**config.mk**
```make
export PLATFORM = sky130hd
export DESIGN_NAME = bfly_sel_gen
export DESIGN_NICKNAME = d
export VERILOG_FILES = /design/src/rtl/bfly_sel_gen.sv
export SDC_FILE = /design/constraint.sdc
export NUM_CORES = 1
export LEC_CHECK = 0
export CAP_MARGIN = 40
export CORE_AREA = 2 2 176 126
export CTS_BUF_LIST = sky130_fd_sc_hd__clkbuf_2 sky130_fd_sc_hd__clkbuf_4 sky130_fd_sc_hd__clkbuf_8
export CTS_CLUSTER_SIZE = 25
export DETAILED_ROUTE_END_ITERATION = 8
export DIE_AREA = 0 0 178 128
export PLACE_DENSITY_LB_ADDON = 0.2
export SETUP_SLACK_MARGIN = 0.2
export SLEW_MARGIN = 5
export SYNTH_ARGS = -nofsm -noshare
export SYNTH_HDL_FRONTEND = slang
export SYNTH_SLANG_ARGS = --single-unit
```
**constraint.sdc**
```tcl
create_clock -name clk -period 10.7 [get_ports clk]
set_input_delay 2.14 -clock clk [delete_from_list [all_inputs] [get_ports clk]]
set_output_delay 2.14 -clock clk [all_outputs]
set_load 0.03 [all_outputs]
```
**src/rtl/bfly_sel_gen.sv**
```systemverilog
// Butterfly coefficient-address and bank-select generator: issues one beat per cycle
// of per-lane addresses, their banks, the bank-to-lane gather map and a conflict flag.
module bfly_sel_gen #(
    parameter int P    = 2,
    parameter int SELW = $clog2(2 * P),
    parameter int AW   = 8,
    parameter int STW  = 4
) (
    input  logic                  clk,
    input  logic                  rst_n,
    input  logic                  start,
    input  logic [STW-1:0]        num_stages,
    output logic                  busy,
    output logic                  done,
    output logic                  out_valid,
    input  logic                  out_ready,
    output logic [STW-1:0]        out_stage,
    output logic [AW-1:0]         out_cnt,
    output logic [2*P*AW-1:0]     addr_bus,
    output logic [2*P*SELW-1:0]   sel_in_bus,
    output logic [2*P*SELW-1:0]   sel_out_bus,
    output logic                  conflict
);
    localparam int N    = 2 * P;
    localparam int NDIG = (AW + SELW - 1) / SELW;
    localparam logic [AW-1:0] CMAX = AW'((1 << (AW - 1)) / P - 1);

    typedef enum logic [1:0] {IDLE, RUN, FLUSH} state_t;

    state_t                    state_q, state_d;
    logic [STW-1:0]            s_q, s_d, nstg_q, nstg_d;
    logic [AW-1:0]             cnt_q, cnt_d;
    logic                      done_q, done_d;

    logic                      v1_q, v1_d, last1_q, last1_d;
    logic [STW-1:0]            stg1_q, stg1_d;
    logic [AW-1:0]             cnt1_q, cnt1_d;
    logic [N-1:0][AW-1:0]      addr1_q, addr1_d;
    logic [N-1:0][SELW-1:0]    bank1_q, bank1_d;

    logic                      v2_q, v2_d, last2_q, last2_d;
    logic [STW-1:0]            stg2_q, stg2_d;
    logic [AW-1:0]             cnt2_q, cnt2_d;
    logic [N-1:0][AW-1:0]      addr2_q, addr2_d;
    logic [N-1:0][SELW-1:0]    bank2_q, bank2_d;
    logic [N-1:0][SELW-1:0]    selo2_q, selo2_d;
    logic                      conf2_q, conf2_d;

    logic [N-1:0][AW-1:0]      addr_w;
    logic [N-1:0][SELW-1:0]    bank_w;
    logic [N-1:0][SELW-1:0]    selo_w;
    logic                      conf_w;

    logic                      stall, issue, last_beat, accept_last;
    logic [STW-1:0]            nclip;

    assign stall       = v2_q && !out_ready;
    assign issue       = (state_q == RUN) && !stall;
    assign last_beat   = (s_q == nstg_q - STW'(1)) && (cnt_q == CMAX);
    assign accept_last = v2_q && out_ready && last2_q;
    assign nclip       = (num_stages > STW'(AW)) ? STW'(AW) : num_stages;

    // Lane address: insert a zero at bit s of the butterfly index, odd lanes take the +h partner.
    for (genvar gi = 0; gi < N; gi++) begin : g_lane
        logic [AW-1:0]        b_w, h_w, base_w;
        logic [NDIG*SELW-1:0] pad_w;
        logic [SELW-1:0]      sum_w;

        assign b_w    = AW'(32'(cnt_q) * P + gi / 2);
        assign h_w    = AW'(1) << s_q;
        assign base_w = ((b_w >> s_q) << (s_q + STW'(1))) | (b_w & (h_w - AW'(1)));

        if (gi % 2 == 1) begin : g_odd
            assign addr_w[gi] = base_w | h_w;
        end else begin : g_even
            assign addr_w[gi] = base_w;
        end

        always_comb begin
            pad_w          = '0;
            pad_w[AW-1:0]  = addr_w[gi];
            sum_w          = '0;
            for (int d = 0; d < NDIG; d++) begin
                sum_w = sum_w + pad_w[d*SELW +: SELW];
            end
        end
        assign bank_w[gi] = sum_w;
    end

    // Gather map: an empty bank's marker value N does not fit in SELW bits and reads as 0.
    for (genvar gi = 0; gi < N; gi++) begin : g_bank
        logic [SELW-1:0] sel_w;
        always_comb begin
            sel_w = SELW'(N);
            for (int j = N - 1; j >= 0; j--) begin
                if (bank1_q[j] == SELW'(gi)) begin
                    sel_w = SELW'(j);
                end
            end
        end
        assign selo_w[gi] = sel_w;
    end

    always_comb begin
        conf_w = 1'b0;
        for (int i = 0; i < N; i++) begin
            for (int j = i + 1; j < N; j++) begin
                if (bank1_q[i] == bank1_q[j]) begin
                    conf_w = 1'b1;
                end
            end
        end
    end

    always_comb begin
        state_d = state_q;
        s_d     = s_q;
        cnt_d   = cnt_q;
        nstg_d  = nstg_q;
        done_d  = 1'b0;
        case (state_q)
            IDLE: begin
                if (start) begin
                    if (nclip == '0) begin
                        done_d = 1'b1;
                    end else begin
                        state_d = RUN;
                        s_d     = '0;
                        cnt_d   = '0;
                        nstg_d  = nclip;
                    end
                end
            end
            RUN: begin
                if (issue) begin
                    if (cnt_q == CMAX) begin
                        cnt_d = '0;
                        s_d   = s_q + STW'(1);
                    end else begin
                        cnt_d = cnt_q + AW'(1);
                    end
                    if (last_beat) begin
                        state_d = FLUSH;
                    end
                end
            end
            FLUSH: begin
                if (accept_last) begin
                    state_d = IDLE;
                    done_d  = 1'b1;
                end
            end
            default: state_d = IDLE;
        endcase
    end

    // Both pipeline stages advance together; a stall freezes everything.
    always_comb begin
        v1_d    = v1_q;
        last1_d = last1_q;
        stg1_d  = stg1_q;
        cnt1_d  = cnt1_q;
        addr1_d = addr1_q;
        bank1_d = bank1_q;
        v2_d    = v2_q;
        last2_d = last2_q;
        stg2_d  = stg2_q;
        cnt2_d  = cnt2_q;
        addr2_d = addr2_q;
        bank2_d = bank2_q;
        selo2_d = selo2_q;
        conf2_d = conf2_q;
        if (!stall) begin
            v1_d    = issue;
            last1_d = issue && last_beat;
            if (issue) begin
                stg1_d  = s_q;
                cnt1_d  = cnt_q;
                addr1_d = addr_w;
                bank1_d = bank_w;
            end
            v2_d    = v1_q;
            last2_d = last1_q;
            if (v1_q) begin
                stg2_d  = stg1_q;
                cnt2_d  = cnt1_q;
                addr2_d = addr1_q;
                bank2_d = bank1_q;
                selo2_d = selo_w;
                conf2_d = conf_w;
            end
        end
    end

    always_ff @(posedge clk or negedge rst_n) begin
        if (!rst_n) begin
            state_q <= IDLE;
            s_q     <= '0;
            cnt_q   <= '0;
            nstg_q  <= '0;
            done_q  <= 1'b0;
            v1_q    <= 1'b0;
            last1_q <= 1'b0;
            stg1_q  <= '0;
            cnt1_q  <= '0;
            addr1_q <= '0;
            bank1_q <= '0;
            v2_q    <= 1'b0;
            last2_q <= 1'b0;
            stg2_q  <= '0;
            cnt2_q  <= '0;
            addr2_q <= '0;
            bank2_q <= '0;
            selo2_q <= '0;
            conf2_q <= 1'b0;
        end else begin
            state_q <= state_d;
            s_q     <= s_d;
            cnt_q   <= cnt_d;
            nstg_q  <= nstg_d;
            done_q  <= done_d;
            v1_q    <= v1_d;
            last1_q <= last1_d;
            stg1_q  <= stg1_d;
            cnt1_q  <= cnt1_d;
            addr1_q <= addr1_d;
            bank1_q <= bank1_d;
            v2_q    <= v2_d;
            last2_q <= last2_d;
            stg2_q  <= stg2_d;
            cnt2_q  <= cnt2_d;
            addr2_q <= addr2_d;
            bank2_q <= bank2_d;
            selo2_q <= selo2_d;
            conf2_q <= conf2_d;
        end
    end

    assign busy        = (state_q != IDLE);
    assign done        = done_q;
    assign out_valid   = v2_q;
    assign out_stage   = stg2_q;
    assign out_cnt     = cnt2_q;
    assign addr_bus    = addr2_q;
    assign sel_in_bus  = bank2_q;
    assign sel_out_bus = selo2_q;
    assign conflict    = conf2_q;

endmodule

```
==> run summary <==
## Layout
* ratio of cells with drive above 1 in the final layout: 0.150
* P&R area growth vs syn: 17.8%
* fraction of the core area covered by cells at the end of the flow: 0.405
* number of nets in the layout: 793
* final antenna diode count: 0
* cell area after layout: 8590 um^2
* fill cell instance count of the final layout: 2011

## CTS
* quantity of gates resized following cts: 0
* root buffer cell: sky130_fd_sc_hd__clkbuf_8
* clock slew at reported path FFs: 0.08 ns
* TritonCTS Sinks: 136
* total clock buffers created by CTS: 17
* hold-fix buffers at CTS: 0
* H-tree depth: 4
* latest clock arrival within the worst-skew pair: 0.45 ns
* post-CTS setup buffers: 0
* Clock Tree Buf Depth: 2
* clock tree from TritonCTS: built

## Pwr
* Overall Power: 2.46 mW
* Leakage: 3.78 nW
* internal power contribution: 1.41 mW
* Clk network pwr share: 0.166
* Flop pwr share: 0.359
* maximum vdd drop: 0.000138 V
* switching share of power: 0.429
* P per Cell Area: 287 nW/um^2
* part of the total power dissipated in combinational logic: 0.475
* power spent charging and discharging nets: 1.06 mW

## Routing
* detailed-route vias per instance: 5.20
* number of vias in the routed layout: 5527
* Post-route DRC: 0
* number of detailed-routing iterations run before antenna repair: 5
* routed length per placed instance: 17.7 um
* post-detailed-routing wire length: 18800 um
* antenna-violating nets left: 0
* Iteration-0 DRC Markers: 430

## Critical path
* arrival time at the worst endpoint: 5.41 ns
* data required time of the worst path: 11.02 ns
* nature of the critical path startpoint: flop
* worst setup path class: reg2reg
* CP Capture Type: flop
* maximum fanout along the worst path: 22

## Synth
* proportion of synthesized chip area in sequential cells: 0.467
* largest cells by area after synthesis: sky130_fd_sc_hd__dfrtp_1, sky130_fd_sc_hd__mux2_2, sky130_fd_sc_hd__nand2_1
* netlist area before placement: 7290 um^2
* syn_area_per_cell: 10.2 um^2
* number of distinct standard cells referenced by the synthesized netlist: 79
* number of instances in the synthesized netlist: 717
* number of warnings reported in the yosys synthesis log: 0
* Yosys top cell by area: sky130_fd_sc_hd__dfrtp_1
* cell types with the highest counts after synthesis: sky130_fd_sc_hd__dfrtp_1, sky130_fd_sc_hd__nand2_1, sky130_fd_sc_hd__mux2_2, sky130_fd_sc_hd__o21ai_0, sky130_fd_sc_hd__nor2_1
* number of flops mapped to enable cells by yosys: 0
* Post-Synthesis Net Count: 742
* asr flop ratio synth: 1.00
* most used standard cell by instance count after synthesis: sky130_fd_sc_hd__dfrtp_1
* leading register cell type out of synthesis: sky130_fd_sc_hd__dfrtp_1
* area share of the largest cell type after synthesis: 0.467
* count of state elements after synthesis: 136

## Timing
* unrepaired setup endpoints after global routing: no
* Worst Skew: 0.0136 ns
* worst slew margin relative to its limit: 0.408
* period utilization: 0.476
* number of endpoints failing setup at the final stage: 0
* worst hold slack after final layout: 0.469 ns
* final count of hold timing violations: 0
* final max-slew violation count: 0
* slew at the pin with the worst max-slew slack: 0.881 ns
* maximum operating frequency: 196 MHz
* Total Negative Setup Slacks: 0 ns
* shortest period the worst path allows: 5.09 ns

## Floorplanning
* number of cell rows: 45
* I/O pin cnt: 72
* Die Wd: 178 um
* Die Y-Extent: 128 um
* effective utilization at floorplan: 0.344
* Std-Cell Core Area: 21200 um^2
* Total Die Area: 22800 um^2

## Placed design
* DPL Wire Length: 13200 um
* Port Buf Inserts: 71
* gpl congestion: 0.886
* standard cell area after detailed placement: 8220 um^2

## Global routing
* vias in the first global route: 5393
* global-route wire length before repair: 30400 um
* total global-route track usage: 0.173
* largest net degree at the start of global routing: 64
* antenna violations before repair: 0
* aggregate global routing overflow: 0

## Job
* max-capacitance violation count: 0

## Hold path
* hold crit path type: reg2reg

## Outcome
* outcome: finished clean

[cell families (layout without fill, tap and decap cells)]
| group | Yosys count | in the layout | share of synthesized area |
|---|---|---|---|
| compound gates | 159 | 159 | 0.161 |
| xor+xnor | 33 | 33 | 0.0396 |
| fa+ha+maj | 17 | 17 | 0.0333 |
| buf+inv | 66 | 129 | 0.0415 |
| flops | 136 | 136 | 0.467 |
| mux | 67 | 67 | 0.106 |
| other cells | 1 | 1 | 0.000514 |
| simple gates | 238 | 238 | 0.151 |
[final cells by class]
class                      instances  area [um^2]  share of cell area
multi-input combinational        515         3590               0.418
sequential                       136         3400               0.396
timing repair buffer              80          807              0.0940
tap                              282          353              0.0411
clock buffer                      19          249              0.0290
clock inverter                    12          120              0.0140
inverter                          18         67.6             0.00787
[state kept, by name, summed over array words and instances, names as in the netlist]
register,cells
addr_bus,32
done,1
conflict,1
stg1_q,4
sel_out_bus,8
bank1_q,8
addr1_q,32
state_q,2
out_cnt,8
nstg_q,4
cnt_q,8
out_valid,1
sel_in_bus,8
v1_q,1
last1_q,1
last2_q,1
out_stage,4
cnt1_q,8
s_q,4
[worst max-delay path, cell delays in order, from the launching register on]
cell	delay, ns
sky130_fd_sc_hd__dfrtp_1	0.90
sky130_fd_sc_hd__inv_2	0.25
sky130_fd_sc_hd__ha_1	0.60
sky130_fd_sc_hd__inv_1	0.23
sky130_fd_sc_hd__o221a_2	0.18
sky130_fd_sc_hd__a311oi_1	0.21
sky130_fd_sc_hd__o21ai_1	0.21
sky130_fd_sc_hd__and3_1	0.26
sky130_fd_sc_hd__fa_1	0.50
sky130_fd_sc_hd__inv_1	0.04
sky130_fd_sc_hd__ha_1	0.18
sky130_fd_sc_hd__xnor2_1	0.13
sky130_fd_sc_hd__or4_1	0.44
sky130_fd_sc_hd__a2111o_1	0.47
sky130_fd_sc_hd__a211oi_2	0.27
sky130_fd_sc_hd__o31ai_2	0.09
[metrics by stage]
step | instances | setup slack [ns]
3_3_place_gp | 1028 | 5.51
2_1_floorplan | 717 | 6.37
6_report | 1062 | 5.61
5_1_grt | 1062 | 5.23
4_1_cts | 1062 | 5.61
3_5_place_dp | 1031 | 5.67
[layer usage]
metal | wire, um | GRT usage | share of wire
met3 | 928 | 0.0403 | 0.049
met1 | 9930 | 0.270 | 0.53
met2 | 7610 | 0.237 | 0.41
met4 | 301 | 0.0463 | 0.016
met5 | 0 | 0 | 0
[power by group through the flow]
stage / logic, mW / clock network (mW) / registers, mW
after global routing: 1.28 / 0.446 / 0.912
after global placement: 1.15 / 0 / 0.888
after detailed placement: 1.17 / 0 / 0.893
after floorplan: 0.693 / 0 / 0.960
final: 1.17 / 0.410 / 0.884
after CTS: 1.18 / 0.423 / 0.883
[layout by cell type, fill, tap and decap left out, drive strengths merged, types with 4 or more instances in the layout]
cell           Yosys  final
a2111oi            4      4
a211o              5      5
a211oi             6      6
a21oi             14     14
a31oi             15     15
a32o               4      4
and2               4      4
and3               7      7
buf               18     10
clkbuf            30     19
clkdlybuf4s50      0     70
clkinv             1      7
dfrtp            136    136
fa                 4      4
ha                13     13
inv               17     21
mux2              53     53
mux2i             13     13
nand2            119    119
nand2b            12     12
nand3             11     11
nand4              4      4
nor2              36     36
nor2b             10     10
nor3              15     15
nor4               4      4
o211a              5      5
o211ai             8      8
o21a               5      5
o21ai             42     42
o22a               4      4
o22ai              9      9
o31ai              8      8
or2                4      4
xnor2             10     10
xor2              23     23
[final timing paths]
check,start,to,slack (ns),cells after the start
max,s_q[1],bank1_q[7],5.61,15
max reg2reg,s_q[1],bank1_q[7],5.61,15
min reg2reg,addr1_q[24],addr1_q[24],0.47,1
min in group asynchronous,rst_n,addr1_q[11],1.68,1
max in group asynchronous,rst_n,addr1_q[15],7.98,3
min,addr1_q[24],addr1_q[24],0.47,1
Note: power is estimated with default switching activity, not from simulation.
